**src/rtl/shift_pkg.sv**
```systemverilog
// Shared definitions for the pipelined shift unit: op encodings, fill modes,
// default geometry and the bit-reversal helper used to turn left shifts into right shifts.
package shift_pkg;

  localparam int SHIFT_WIDTH = 16;
  localparam int SHIFT_AMT_W = $clog2(SHIFT_WIDTH);
  localparam int SHIFT_TAG_W = 3;

  typedef enum logic [2:0] {
    OP_SLL = 3'b000,
    OP_SRL = 3'b001,
    OP_SRA = 3'b010,
    OP_ROL = 3'b011,
    OP_ROR = 3'b100
  } shift_op_e;

  typedef enum logic [1:0] {
    FILL_ZERO = 2'b00,
    FILL_SIGN = 2'b01,
    FILL_ROT  = 2'b10
  } fill_mode_e;

  function automatic logic op_legal(input logic [2:0] op);
    return op <= OP_ROR;
  endfunction

  function automatic logic op_is_left(input logic [2:0] op);
    return (op == OP_SLL) || (op == OP_ROL);
  endfunction

  function automatic fill_mode_e op_mode(input logic [2:0] op);
    fill_mode_e m;
    case (op)
      OP_SRA:         m = FILL_SIGN;
      OP_ROL, OP_ROR: m = FILL_ROT;
      default:        m = FILL_ZERO;
    endcase
    return m;
  endfunction

  function automatic logic [SHIFT_WIDTH-1:0] bit_reverse(input logic [SHIFT_WIDTH-1:0] d);
    logic [SHIFT_WIDTH-1:0] r;
    for (int i = 0; i < SHIFT_WIDTH; i++) r[i] = d[SHIFT_WIDTH-1-i];
    return r;
  endfunction

endpackage

```
**src/rtl/shift_row_stage.sv**
```systemverilog
// One row of the logarithmic shifter: an optional right shift by DIST whose
// vacated upper bits are filled with zero, the sign bit, or the bits shifted out.
module shift_row_stage
  import shift_pkg::*;
#(
  parameter int WIDTH = SHIFT_WIDTH,
  parameter int DIST  = 1
) (
  input  logic [WIDTH-1:0] data_i,
  input  logic             en_i,
  input  fill_mode_e       mode_i,
  input  logic             sign_i,
  output logic [WIDTH-1:0] data_o
);

  logic [DIST-1:0] fill;

  always_comb begin
    fill = '0;
    case (mode_i)
      FILL_SIGN: fill = {DIST{sign_i}};
      FILL_ROT:  fill = data_i[DIST-1:0];
      default:   fill = '0;
    endcase
    data_o = en_i ? {fill, data_i[WIDTH-1:DIST]} : data_i;
  end

endmodule

```
**src/rtl/shift_exec_pipe.sv**
```systemverilog
// Two-stage execute shift unit: rows 1,2 feed S1, rows 4,8 feed S2 (the output register).
// Left ops run reversed through the right-only shifter and are un-reversed after row 8.
module shift_exec_pipe
  import shift_pkg::*;
#(
  parameter int WIDTH = SHIFT_WIDTH,
  parameter int AMT_W = $clog2(WIDTH),
  parameter int TAG_W = SHIFT_TAG_W
) (
  input  logic             clk,
  input  logic             rst,
  input  logic             flush,
  input  logic             in_valid,
  output logic             in_ready,
  input  logic [2:0]       in_op,
  input  logic [WIDTH-1:0] in_data,
  input  logic [AMT_W-1:0] in_amnt,
  input  logic [TAG_W-1:0] in_tag,
  output logic             out_valid,
  input  logic             out_ready,
  output logic [WIDTH-1:0] out_data,
  output logic [TAG_W-1:0] out_tag,
  output logic             out_zero,
  output logic             out_err
);

  // Handshake: a transfer happens on a rising edge where valid && ready.
  // in_ready is a function of pipeline occupancy, out_ready and flush only.
  logic s1_v_q, s1_v_d, s2_v_q, s2_v_d;
  logic s1_adv, s2_adv, accept, s1_load, s2_load;

  logic [WIDTH-1:0] s1_data_q, s1_data_d;
  logic [1:0]       s1_amt_q, s1_amt_d;
  logic [2:0]       s1_op_q, s1_op_d;
  logic [TAG_W-1:0] s1_tag_q, s1_tag_d;
  logic             s1_rev_q, s1_rev_d, s1_sign_q, s1_sign_d, s1_err_q, s1_err_d;

  logic [WIDTH-1:0] s2_data_q, s2_data_d;
  logic [TAG_W-1:0] s2_tag_q;
  logic             s2_zero_q, s2_err_q;

  logic [WIDTH-1:0] s1_entry, row1_out, row2_out, row4_out, row8_out;
  logic             in_legal;

  assign s2_adv   = !s2_v_q || out_ready;
  assign s1_adv   = !s1_v_q || s2_adv;
  assign in_ready = s1_adv && !flush;
  assign accept   = in_valid && in_ready;
  assign s1_load  = accept;
  assign s2_load  = s2_adv && s1_v_q && !flush;

  assign s1_v_d = flush ? 1'b0 : (s1_adv ? accept : s1_v_q);
  assign s2_v_d = flush ? 1'b0 : (s2_adv ? s1_v_q : s2_v_q);

  assign in_legal = op_legal(in_op);
  assign s1_entry = (in_legal && op_is_left(in_op)) ? bit_reverse(in_data) : in_data;

  shift_row_stage #(.WIDTH(WIDTH), .DIST(1)) u_row1 (
    .data_i (s1_entry),
    .en_i   (in_legal && in_amnt[0]),
    .mode_i (op_mode(in_op)),
    .sign_i (in_data[WIDTH-1]),
    .data_o (row1_out)
  );

  shift_row_stage #(.WIDTH(WIDTH), .DIST(2)) u_row2 (
    .data_i (row1_out),
    .en_i   (in_legal && in_amnt[1]),
    .mode_i (op_mode(in_op)),
    .sign_i (in_data[WIDTH-1]),
    .data_o (row2_out)
  );

  // Illegal ops carry a zero remaining amount so S2 passes the operand through.
  always_comb begin
    s1_data_d = row2_out;
    s1_amt_d  = in_legal ? in_amnt[3:2] : 2'b00;
    s1_op_d   = in_op;
    s1_tag_d  = in_tag;
    s1_rev_d  = in_legal && op_is_left(in_op);
    s1_sign_d = in_data[WIDTH-1];
    s1_err_d  = !in_legal;
  end

  shift_row_stage #(.WIDTH(WIDTH), .DIST(4)) u_row4 (
    .data_i (s1_data_q),
    .en_i   (s1_amt_q[0]),
    .mode_i (op_mode(s1_op_q)),
    .sign_i (s1_sign_q),
    .data_o (row4_out)
  );

  shift_row_stage #(.WIDTH(WIDTH), .DIST(8)) u_row8 (
    .data_i (row4_out),
    .en_i   (s1_amt_q[1]),
    .mode_i (op_mode(s1_op_q)),
    .sign_i (s1_sign_q),
    .data_o (row8_out)
  );

  assign s2_data_d = s1_rev_q ? bit_reverse(row8_out) : row8_out;

  always_ff @(posedge clk or posedge rst) begin
    if (rst) begin
      s1_v_q <= 1'b0;
      s2_v_q <= 1'b0;
    end else begin
      s1_v_q <= s1_v_d;
      s2_v_q <= s2_v_d;
    end
  end

  always_ff @(posedge clk or posedge rst) begin
    if (rst) begin
      s1_data_q <= '0;
      s1_amt_q  <= '0;
      s1_op_q   <= '0;
      s1_tag_q  <= '0;
      s1_rev_q  <= 1'b0;
      s1_sign_q <= 1'b0;
      s1_err_q  <= 1'b0;
    end else if (s1_load) begin
      s1_data_q <= s1_data_d;
      s1_amt_q  <= s1_amt_d;
      s1_op_q   <= s1_op_d;
      s1_tag_q  <= s1_tag_d;
      s1_rev_q  <= s1_rev_d;
      s1_sign_q <= s1_sign_d;
      s1_err_q  <= s1_err_d;
    end
  end

  always_ff @(posedge clk or posedge rst) begin
    if (rst) begin
      s2_data_q <= '0;
      s2_tag_q  <= '0;
      s2_zero_q <= 1'b0;
      s2_err_q  <= 1'b0;
    end else if (s2_load) begin
      s2_data_q <= s2_data_d;
      s2_tag_q  <= s1_tag_q;
      s2_zero_q <= (s2_data_d == '0);
      s2_err_q  <= s1_err_q;
    end
  end

  assign out_valid = s2_v_q;
  assign out_data  = s2_data_q;
  assign out_tag   = s2_tag_q;
  assign out_zero  = s2_zero_q;
  assign out_err   = s2_err_q;

endmodule
```
**config.mk**
```make
export PLATFORM = sky130hd
export DESIGN_NAME = shift_exec_pipe
export DESIGN_NICKNAME = d
export VERILOG_FILES = /design/src/rtl/shift_pkg.sv /design/src/rtl/shift_row_stage.sv /design/src/rtl/shift_exec_pipe.sv
export SDC_FILE = /design/constraint.sdc
export NUM_CORES = 1
export LEC_CHECK = 0
export CORE_UTILIZATION = 42
export DETAILED_ROUTE_END_ITERATION = 10
export PLACE_DENSITY = 0.68
export SETUP_SLACK_MARGIN = 0.2
export SLEW_MARGIN = 20
export SYNTH_ARGS = -nofsm -noshare
export SYNTH_HDL_FRONTEND = slang
export SYNTH_SLANG_ARGS = --single-unit
```
**constraint.sdc**
```tcl
create_clock -name clk -period 3.15 [get_ports clk]
set_input_delay 0.315 -clock clk [delete_from_list [all_inputs] [get_ports clk]]
set_output_delay 0.315 -clock clk [all_outputs]
set_load 0.02 [all_outputs]
```
* Yosys cells after proc, flatten, opt, wreduce, memory -nomap -nowiden
Cells that the tools add are included.
** Storage, ports and cells
- Register bits :: 50
- Word-level logic and storage cells :: 61
- Output and inout bits :: 23
** Cells by class
- Mux-type cells :: 17
- Equality and inequality tests :: 10
- Magnitude comparators :: 1
- Reductions and logical operators :: 20
** Operator list (count)
- $mux 16 :: 6
- $logic_not 16->1 :: 1
- $pmux 8 s2 :: 1
- $eq 3x2->1 const B :: 4
- $pmux 2 s2 :: 3
- $pmux 4 s2 :: 1
- $logic_and 1x1->1 :: 7
- $eq 3x3->1 const B :: 2
- $eq 2x1->1 const B :: 2
- $eq 2x2->1 const B :: 2
- $logic_not 1->1 :: 4
- $mux 1 :: 4
- $reduce_bool 2->1 :: 2
- $reduce_or 2->1 :: 2
- $le 3x3->1 const B :: 1
- $logic_not 3->1 :: 1
- $logic_or 1x1->1 :: 3
- $mux 2 :: 1
- $pmux 1 s2 :: 1

* Logic depth before layout (Yosys ltp)
Gate-level depths: netlist of run 1.
- Depth after elaboration :: 10
- Mapped depth :: 11

* Modules after synthesis
From an unflattened synthesis of run 1, not the netlist that was laid out.
** Second synthesis, totals
- Cells, all modules :: 298
- Area total of the unflattened synthesis :: 3599.7 um2
** By module, submodules not included
- shift_exec_pipe :: area each 2403.6 um2, seq. area each 1251.2 um2, cells an instance 172, instances 1
- shift_row_stage at u_row8 :: area each 315.3 um2, seq. area each 0.0 um2, cells an instance 43, instances 1
- shift_row_stage at u_row4 :: area each 297.8 um2, seq. area each 0.0 um2, cells an instance 31, instances 1
- shift_row_stage at u_row2 :: area each 292.8 um2, seq. area each 0.0 um2, cells an instance 27, instances 1
- shift_row_stage at u_row1 :: area each 290.3 um2, seq. area each 0.0 um2, cells an instance 25, instances 1

* Worst setup path after synthesis of run 1
No wires, ideal clock.
- Path type :: reg2reg
- From :: register s1_op_q[0]
- To :: register s2_data_q[14] (netlist: out_data[14])
- Buffers on the path :: 1
- Path slack :: 0.723 ns
- Arrival time :: 2.303 ns
- Data required time :: 3.025 ns
- Stages on the path, launching flop included :: 12
- Period minus slack after synthesis :: 2.427 ns
- Setup time :: 0.125 ns
- Path through :: dfrtp_1 nor2_1 nand2_1 o21ai_0 inv_1 ha_1 nand2b_1 clkbuf_1 nor3_1 a2111oi_0 o21ai_0 mux2_2
** On the way
- Cells in the longest elaborated chain, start to end :: 8
** Ends and longest elaborated chain
- from (decl) :: RTL line shift_exec_pipe.sv:34 : logic [2:0] s1_op_q, s1_op_d;
- from (signal assigned) :: RTL line shift_exec_pipe.sv:125 : s1_op_q <= s1_op_d;
- $eq 3x2->1 or $eq 3x3->1 (tied branches) :: RTL line shift_pkg.sv:33 : case (op)
- $reduce_or 2->1 :: RTL line shift_pkg.sv:33
- $pmux 2 s2 (*) :: RTL line shift_pkg.sv:33
- $eq 2x2->1 or $eq 2x1->1 (tied branches) :: RTL line shift_row_stage.sv:20 : case (mode_i)
- $pmux 4 s2 :: RTL line shift_row_stage.sv:20
- $mux 16 :: RTL line shift_row_stage.sv:25 : data_o = en_i ? {fill, data_i[WIDTH-1:DIST]} : data_i;
- $mux 16 (*) :: RTL line shift_row_stage.sv:25
- $mux 16 (*) :: RTL line shift_exec_pipe.sv:101 : assign s2_data_d = s1_rev_q ? bit_reverse(row8_out) : row8_out;
- to (signal assigned) :: RTL line shift_exec_pipe.sv:140 : s2_data_q <= s2_data_d;
- to (decl) :: RTL line shift_exec_pipe.sv:38 : logic [WIDTH-1:0] s2_data_q, s2_data_d;
Mark *: on every way between the ends. The rest lies on a longest branch, timed or not.
A chain may end at the register's enable or synchronous reset.

* Worst setup path after layout of run 1
- From :: register s1_op_q[1]
- To :: register s2_zero_q (netlist: out_zero)
** On the way
- Cells in the longest elaborated chain, start to end :: 9
** Ends and longest elaborated chain
- $eq 3x2->1 or $eq 3x3->1 (tied branches) :: RTL line shift_pkg.sv:33
- $reduce_or 2->1 :: RTL line shift_pkg.sv:33
- $pmux 2 s2 (*) :: RTL line shift_pkg.sv:33
- $eq 2x2->1 or $eq 2x1->1 (tied branches) :: RTL line shift_row_stage.sv:20
- $pmux 4 s2 :: RTL line shift_row_stage.sv:20
- $mux 16 :: RTL line shift_row_stage.sv:25
- $mux 16 (*) :: RTL line shift_row_stage.sv:25
- $mux 16 (*) :: RTL line shift_exec_pipe.sv:101
- $logic_not 16->1 (*) :: RTL line shift_exec_pipe.sv:142 : s2_zero_q <= (s2_data_d == '0);
- to (signal assigned) :: RTL line shift_exec_pipe.sv:142
- to (decl) :: RTL line shift_exec_pipe.sv:40 : logic s2_zero_q, s2_err_q;
Marks and branches as above.

==> reports/qor.yml, run 1 <==
die_w_um: 93.2
synth_nets: 420
synth_edf_count: 0
status: "complete, no violations"
ios: 54
finalSetupTns_ps: 0
port_buffers: 53
use_met3: 0.0325
place.detailed.hpwl_um: 6650
die_y_um: 93.2
async_reset_ff_frac: 1.00
dieArea_um2: 8680
seqCellArea_um2: 1250
fmax_ghz: 0.370
clk_path_buf_depth: 2
synth_area_um2: 3490
first_pass_iters: 6
diodes: 0
avgViaCountPerCell: 5.86
clk_pin_slew_ps: 90
crit_required_ps: 3350
ys_seq_area_frac: 0.358
syn_to_final_growth_pct: 20.9
drv_slew: 0
gp_congestion: 0.878
end_kind: "flip-flop"
post_drt_wl_per_cell_um: 16.3
use_met1: 0.293
postRouteWirelength_um: 8640
irDropWorstVdd_mv: 0.203
grtUsageMet2: 0.346
grt_pass1_vias: 2909
setup_viol: 0
finalHoldViolations: 0
synth_ff_type: "dfrtp_1"
synth_top_cell_by_area: "dfrtp_1"
ctsHtreeMaxLevel: 2
synth_cell_type_count: 57
drcViolationCount: 0
rrSetupSlack_ps: 450
cap_violations: 0
fillCellCount: 729
antenna_found_initial: 0
hold_class: "in2async"
cts_tree: "done"
slew_headroom: 0.431
final_net_count: 462
syn_area_per_cell_um2: 9.07
cp_slowest_cell: "o311ai_0"
crit_chain: "nand2_1 > o21ai_0 > inv_1 > ha_1 > nand2b_1 > o311ai_0 > nor4_1 > nand4_1 > o31ai_1"
grt-ovfl-total: 0
fp-row-count: 32
cp-startpoint: "s1_op_q[1]$_DFFE_PP0P_"
top_usage_layer: "met2"
r2r_cells: 9
clk_latency_ps: 310
final_cells: 530
synth_top_area_share: 0.358
grt_max_degree: 51
finClkSkew_ps: 7.61
num_vias: 3108
cp_max_fo: 8
fin_crit_sh: 0.858
clock_sinks: 50
ys_top_cells_by_area: "dfrtp_1, nand2_1, mux4_2"
initial_core_util: 0.443
arrival_ps: 2900
postCtsSetupBuffers: 0
critPathLaunchType: "flip-flop"
ctsRootBufferMaster: "clkbuf_8"
synth_warnings: 0
leakagePower_nw: 1.75
placedCellCount: 522
finalCriticalPeriod_ps: 2700
synth_seq_cells: 50
powerDensity_nw_per_um2: 555
place_area_um2: 4070
syn_inst: 385
grt_pass1_wl_um: 14800
synthTopCellsByCount: "nand2_1, dfrtp_1, o21ai_0"
drt-initial-drc-count: 173
hold_slack_ps: 471
ant_nets: 0
cp_slowest_stage_delay_ps: 790
rsz0062_at_grt: "no"
final_area_um2: 4220
yosysMostFrequentCell: "nand2_1"
reg2reg_from: "s1_op_q[1]$_DFFE_PP0P_"
critPathKind: "reg2reg"
multiInputGateArea_um2: 2000
reg2reg_to: "out_zero$_DFFE_PP0P_"
cts_buffers: 5
layout-drive-gt1-share: 0.121
grt.total_usage: 0.216
core_um2: 7890
worst_slew_pin_slew_ps: 853
[worst max-delay path, delay by kind of cell, from the launching register on]
kind                       cells  cell delay (ps)
adders and majority gates      1              380
buffers and inverters          1               80
DFF                            1              390
AOI/OAI and AO/OA              3             1110
and+or+nand+nor                4              660
[cell usage in the layout, fill, tap and decap left out, types with 3 or more instances in the layout]
| master | netlist | final |
|---|---|---|
| a211oi_1 | 10 | 10 |
| a21oi_1 | 13 | 13 |
| a222oi_1 | 7 | 7 |
| a22oi_1 | 4 | 4 |
| a31oi_1 | 5 | 5 |
| and2_1 | 3 | 3 |
| and3_1 | 3 | 3 |
| buf_4 | 1 | 12 |
| clkbuf_8 | 0 | 6 |
| clkdlybuf4s50_1 | 0 | 53 |
| dfrtp_1 | 50 | 50 |
| ha_1 | 4 | 4 |
| inv_1 | 19 | 18 |
| mux2_2 | 14 | 14 |
| mux2i_1 | 14 | 14 |
| mux4_1 | 3 | 3 |
| mux4_2 | 9 | 9 |
| nand2_1 | 69 | 69 |
| nand2b_1 | 10 | 10 |
| nand3_1 | 5 | 5 |
| nand3b_1 | 3 | 3 |
| nor2_1 | 21 | 21 |
| nor2b_1 | 3 | 3 |
| nor3_1 | 4 | 4 |
| o211ai_1 | 7 | 7 |
| o21a_1 | 3 | 3 |
| o21ai_0 | 26 | 26 |
| o221ai_1 | 3 | 3 |
| o22ai_1 | 5 | 5 |
| o311ai_0 | 3 | 3 |
[metal layers]
metal	vias to the layer above	part of all wire
met5	-	0
met1	1488	0.45
met2	111	0.47
met4	0	0.029
li1	1492	-
met3	17	0.054
[through the flow]
step | util | power (W) | setup WS [ps]
floorplan | - | 0.00146 | 723
global placement | 0.516 | 0.00178 | 418
global route | 0.535 | 0.00249 | 216
finish | 0.535 | 0.00234 | 447
CTS | 0.534 | 0.00236 | 468
detailed placement | 0.516 | 0.00180 | 350
[report_power, final]
| group | internal [W] | leakage (nW) | switching, W |
|---|---|---|---|
| clock network | 0.000339 | 0.0714 | 0.000216 |
| logic | 0.000436 | 1.05 | 0.000458 |
| registers | 0.000773 | 0.626 | 0.000122 |
[kinds of logic after synthesis]
logic type | after synthesis | synth area share
AND/OR/NAND/NOR | 135 | 0.179
AO/OA/AOI/OAI | 104 | 0.206
buffers and inverters | 50 | 0.0692
multiplexers | 40 | 0.166
XOR/XNOR | 2 | 0.00717
adder cells (fa/ha/maj) | 4 | 0.0143
flip-flops | 50 | 0.358
[flip-flops by register name, summed over array words and instances (netlist names)]
register and count:
out_tag 3, s1_tag_q 3, out_valid 1, s1_amt_q 2, s1_v_q 1, out_zero 1, s1_err_q 1, s1_data_q 16
s1_sign_q 1, s1_op_q 3, s1_rev_q 1, out_err 1, out_data 16
[layout make-up]
| class | instances | area share |
|---|---|---|
| flip-flops and latches | 50 | 0.297 |
| clock buffers | 6 | 0.0196 |
| well taps | 102 | 0.0302 |
| inverters | 20 | 0.0181 |
| multi-input cells | 285 | 0.474 |
| repair buffers | 65 | 0.147 |
| clock inverters | 2 | 0.0142 |
[worst max-delay path by stage]
stage / end / slack, ps / cells past startpoint
global placement: s1_data_q[2]$_DFFE_PP0P_ / 420 / 6
detailed placement: s1_data_q[2]$_DFFE_PP0P_ / 350 / 6
floorplan: out_data[14]$_DFFE_PP0P_ / 720 / 11
global route: out_zero$_DFFE_PP0P_ / 220 / 9
CTS: out_zero$_DFFE_PP0P_ / 470 / 9
finish: out_zero$_DFFE_PP0P_ / 450 / 9
[timing repair]
| action | CTS | global route |
|---|---|---|
| hold buffers | 0 | 0 |
| resized for setup | 0 | 2 |
| endpoints found under the setup margin | 0 | 2 |
(Power assumes the default switching activity.)
==> inputs of run 2 (changes only) <==
Settings changed: CORE_UTILIZATION 42 to 55, PLACE_DENSITY 0.68 to 0.84.
==> run 2 against run 1 <==
Compared with the run above: worst hold slack got worse by 13 ps; clock skew is 2.4 ps higher; fmax is 0.37% higher; wire length is 2.1% higher; combinational power hardly changed; sequential share of layout area up 0.66 points; power fell by 6.4%; die area is 23% lower; register-to-register slack about the same.
==> reports/qor.yml, run 2 (synthesis results as in run 1) <==
finalSetupTns_ps: 0
drv_slew: 0
end_kind: "flip-flop"
use_met3: 0.0333
arrival_ps: 2890
status: "complete, no violations"
postCtsSetupBuffers: 0
slew_headroom: 0.404
ios: 54
cp_max_fo: 8
setup_viol: 0
worst_slew_pin_slew_ps: 893
final_area_um2: 4130
grt_pass1_vias: 2903
clk_pin_slew_ps: 100
grt.total_usage: 0.285
finClkSkew_ps: 10.0
grt_max_degree: 51
core_um2: 6030
clk_latency_ps: 310
finalHoldViolations: 0
fin_crit_sh: 0.855
dieArea_um2: 6670
drcViolationCount: 0
fmax_ghz: 0.371
drt-initial-drc-count: 377
fp-row-count: 28
leakagePower_nw: 1.71
final_cell_mix: "nand2_1, clkdlybuf4s50_1, dfrtp_1"
final_net_count: 459
grtUsageMet2: 0.484
crit_required_ps: 3350
place_area_um2: 4020
avgViaCountPerCell: 6.32
critPathKind: "reg2reg"
die_w_um: 81.7
initial_core_util: 0.579
critPathLaunchType: "flip-flop"
ctsHtreeMaxLevel: 2
port_buffers: 53
syn_to_final_growth_pct: 18.2
cts_buffers: 5
cts_tree: "done"
clk_path_buf_depth: 2
place.detailed.hpwl_um: 6790
diodes: 0
die_y_um: 81.7
first_pass_iters: 6
ctsRootBufferMaster: "clkbuf_8"
post_drt_wl_per_cell_um: 17.6
cap_violations: 0
grt_pass1_wl_um: 14300
gp_congestion: 0.963
fillCellCount: 490
postRouteWirelength_um: 8820
top_usage_layer: "met2"
ant_nets: 0
clock_sinks: 50
hold_class: "in2async"
rsz0062_at_grt: "no"
grt-ovfl-total: 0
layout-drive-gt1-share: 0.120
antenna_found_initial: 0
num_vias: 3161
irDropWorstVdd_mv: 0.410
finalCriticalPeriod_ps: 2690
use_met1: 0.378
layout_commonest_cell: "nand2_1"
powerDensity_nw_per_um2: 532
[run 2: area by class of cell]
type | count | area [µm²] | share of cell area
clock buffer | 5 | 68.8 | 0.0167
sequential | 50 | 1250 | 0.303
inverter | 20 | 76.3 | 0.0185
timing repair buffer | 62 | 598 | 0.145
clock inverter | 3 | 28.8 | 0.00697
tap | 75 | 93.8 | 0.0227
multi-input combinational | 285 | 2010 | 0.487
[run 2: per-layer routing]
layer  up-vias  routed length (µm)
met1      1505                3790
met3        21                 531
met4         0                 249
met5         -                   0
met2       142                4250
li1       1493                   -
[run 2: path summary, 6_finish.rpt]
check	from	to	slack [ps]	cells after the start
min	rst	s1_data_q[5]$_DFFE_PP0P_	460	2
max in group asynchronous	rst	s1_rev_q$_DFFE_PP0P_	2170	2
min reg2reg	s1_tag_q[1]$_DFFE_PP0P_	out_tag[1]$_DFFE_PP0P_	480	2
max	s1_op_q[0]$_DFFE_PP0P_	out_data[14]$_DFFE_PP0P_	460	11
min in group clk	s1_tag_q[1]$_DFFE_PP0P_	out_tag[1]$_DFFE_PP0P_	480	2
max reg2reg	s1_op_q[0]$_DFFE_PP0P_	out_data[14]$_DFFE_PP0P_	460	11
[run 2: through the flow]
step	cells	worst slack [ps]	power, W	hold WS, ps	util
6_report	500	457	0.00219	458	0.685
3_5_place_dp	492	335	0.00180	455	0.667
2_1_floorplan	385	723	0.00146	381	-
5_1_grt	500	243	0.00233	513	0.685
3_3_place_gp	492	385	0.00178	456	0.667
4_1_cts	500	405	0.00220	482	0.684
[run 2: where the power goes]
part	total (W)	switching, W	internal, W
Clock	0.000401	0.000235	0.000166
Sequential	0.000899	0.000127	0.000772
Combinational	0.000893	0.000459	0.000434
[run 2: what timing repair did]
item | in CTS | in global routing
endpoints found under the setup margin | 0 | 3
resized for setup | 0 | 3
hold buffers | 0 | 0
[run 2: worst max-delay path, cell delays in order (launching register included)]
cell and delay [ps]:
dfrtp_1 420, nor2_1 110, nand2_1 60, o21ai_0 100, inv_1 70, ha_1 390, nand2b_1 300, nor3_1 100
a2111oi_1 430, buf_4 200, o21ai_0 90, mux2_2 310
==> inputs of run 3 (changes only) <==
--- a/config.mk
+++ b/config.mk
@@ -6,7 +6,8 @@
 export NUM_CORES = 1
 export LEC_CHECK = 0
-export CORE_UTILIZATION = 55
+export CORE_UTILIZATION = 56
+export CTS_BUF_LIST = sky130_fd_sc_hd__clkbuf_2 sky130_fd_sc_hd__clkbuf_4 sky130_fd_sc_hd__clkbuf_8
 export DETAILED_ROUTE_END_ITERATION = 10
-export PLACE_DENSITY = 0.84
+export PLACE_DENSITY = 0.86
 export SETUP_SLACK_MARGIN = 0.2
 export SLEW_MARGIN = 20
==> constraint.sdc (replaced) <==
create_clock -name clk -period 3.15 [get_ports clk]
set_input_delay 0.63 -clock clk [delete_from_list [all_inputs] [get_ports clk]]
set_output_delay 0.63 -clock clk [all_outputs]
set_load 0.02 [all_outputs]
==> run 3 against run 2 <==
Compared with the run above: clock power is 16% higher; clock-buffer cell count is 1 higher; final area is 1.2% higher; first-iteration DRC count is 34% lower; via count is 0.63% lower; die area is 1.7% lower; worst hold slack better by 22 ps; critical path type is now in2out; critical endpoint is now in_ready; largest cell class unchanged.
==> reports/qor.yml, run 3 (synthesis results as in run 1) <==
fin_crit_sh: 0.861
slew_headroom: 0.370
rrSetupSlack_ps: 470
grt-ovfl-total: 0
crit_required_ps: 2520
post_cts_resize_count: 0
reg2reg_to: "out_data[12]$_DFFE_PP0P_"
r2r_cells: 11
drcViolationCount: 0
cp_max_fo: 8
clk_path_buf_depth: 2
place_area_um2: 4060
cts_buffers: 5
fillCellCount: 469
gp_congestion: 0.969
cts_tree: "done"
drt-initial-drc-count: 247
clk_pin_slew_ps: 100
place.detailed.hpwl_um: 6570
met2_length_um: 4280
num_vias: 3141
highest-signal-layer: "met4"
ant_nets: 0
hold_class: "reg2reg"
crit_chain: "clkdlybuf4s50_1 > nor2b_1 > a21oi_1 > clkdlybuf4s50_1"
clock_sinks: 50
finalSetupTns_ps: 0
cp_slowest_stage_delay_ps: 550
first_pass_iters: 5
cp_common_cell: "clkdlybuf4s50_1"
post_drt_wl_per_cell_um: 17.1
finClkSkew_ps: 8.12
drv_slew: 0
critPathLaunchType: "input port"
avgViaCountPerCell: 6.21
end_kind: "primary output"
hold_buffers: 0
ios: 54
critPathKind: "in2out"
fp-row-count: 28
final_cell_mix: "nand2_1, clkdlybuf4s50_1, dfrtp_1"
final_area_um2: 4180
cp_slowest_cell: "clkdlybuf4s50_1"
initial_core_util: 0.586
grt_max_degree: 51
arrival_ps: 2080
dieArea_um2: 6550
grt_pass1_wl_um: 14000
powerDensity_nw_per_um2: 541
layout-drive-gt1-share: 0.130
p_comb_frac: 0.398
hold_depth: 2
pwr-share-seq: 0.397
die_y_um: 81.0
syn_to_final_growth_pct: 19.7
worst_slew_pin_slew_ps: 945
clk_latency_ps: 310
power_frac_clock: 0.205
setup_viol: 0
status: "complete, no violations"
antenna_found_initial: 0
finalHoldViolations: 0
port_buffers: 53
leakagePower_nw: 1.74
m1WireLength_um: 3680
ctsHtreeMaxLevel: 2
met3WireLength_um: 518
core_um2: 5960
grt_pass1_vias: 2862
ctsRootBufferMaster: "clkbuf_8"
postCtsSetupBuffers: 0
cap_violations: 0
diodes: 0
finalCriticalPeriod_ps: 2710
power_switching_w: 0.000805
irDropWorstVdd_mv: 0.339
grt.total_usage: 0.282
postRouteWirelength_um: 8650
reg2reg_from: "s1_op_q[0]$_DFFE_PP0P_"
total_power_w: 0.00226
min_from: "s1_tag_q[0]$_DFFE_PP0P_"
die_w_um: 81.0
internal-power_w: 0.00146
fmax_ghz: 0.369
layout_commonest_cell: "nand2_1"
rsz0062_at_grt: "no"
final_net_count: 465
switching_share: 0.356
hold_end: "out_tag[0]$_DFFE_PP0P_"
-- run 3: layout make-up --
cell class	instances	area [µm²]	area share
Clock buffer	6	76.3	0.0183
Clock inverter	2	37.5	0.00898
Inverter	20	76.3	0.0183
Multi-Input combinational cell	285	2000	0.479
Sequential cell	50	1250	0.299
Tap cell	75	93.8	0.0225
Timing Repair Buffer	68	643	0.154
-- run 3: power groups by stage --
stage	clock network, W	registers (W)	logic, W
2_1_floorplan	0	0.000951	0.000507
3_3_place_gp	0	0.000900	0.000872
3_5_place_dp	0	0.000911	0.000890
4_1_cts	0.000466	0.000898	0.000896
5_1_grt	0.000497	0.000919	0.000981
6_report	0.000464	0.000899	0.000900
-- run 3: through the flow --
step           hold slack (ps)  std cells  utilization  setup WS, ps
2_1_floorplan              439        385            -           723
4_1_cts                    482        506        0.701           395
3_3_place_gp               458        498        0.682           204
6_report                   480        506        0.702           439
3_5_place_dp               458        498        0.682           117
5_1_grt                    502        506        0.702           273
-- run 3: layer usage --
layer  vias to the layer above  global-route usage
met4                         0               0.100
li1                       1501                   -
met2                       165               0.476
met5                         -                   0
met3                        15              0.0427
met1                      1460               0.367
-- run 3: how the worst max path moves through the flow --
stage | start | to | slack, ps | cells past startpoint
4_1_cts | s1_op_q[0]$_DFFE_PP0P_ | out_data[12]$_DFFE_PP0P_ | 400 | 11
3_5_place_dp | in_op[0] | s1_data_q[3]$_DFFE_PP0P_ | 120 | 6
2_1_floorplan | s1_op_q[0]$_DFFE_PP0P_ | out_data[14]$_DFFE_PP0P_ | 720 | 11
5_1_grt | s1_op_q[0]$_DFFE_PP0P_ | out_zero$_DFFE_PP0P_ | 270 | 11
3_3_place_gp | in_op[0] | s1_data_q[6]$_DFFE_PP0P_ | 200 | 6
6_report | out_ready | in_ready | 440 | 4
-- run 3: worst max-delay path: cells and delay by family --
family	cells	cell delay, ps
and+or+nand+nor	1	380
AOI/OAI and AO/OA	1	120
buffers and inverters	2	950
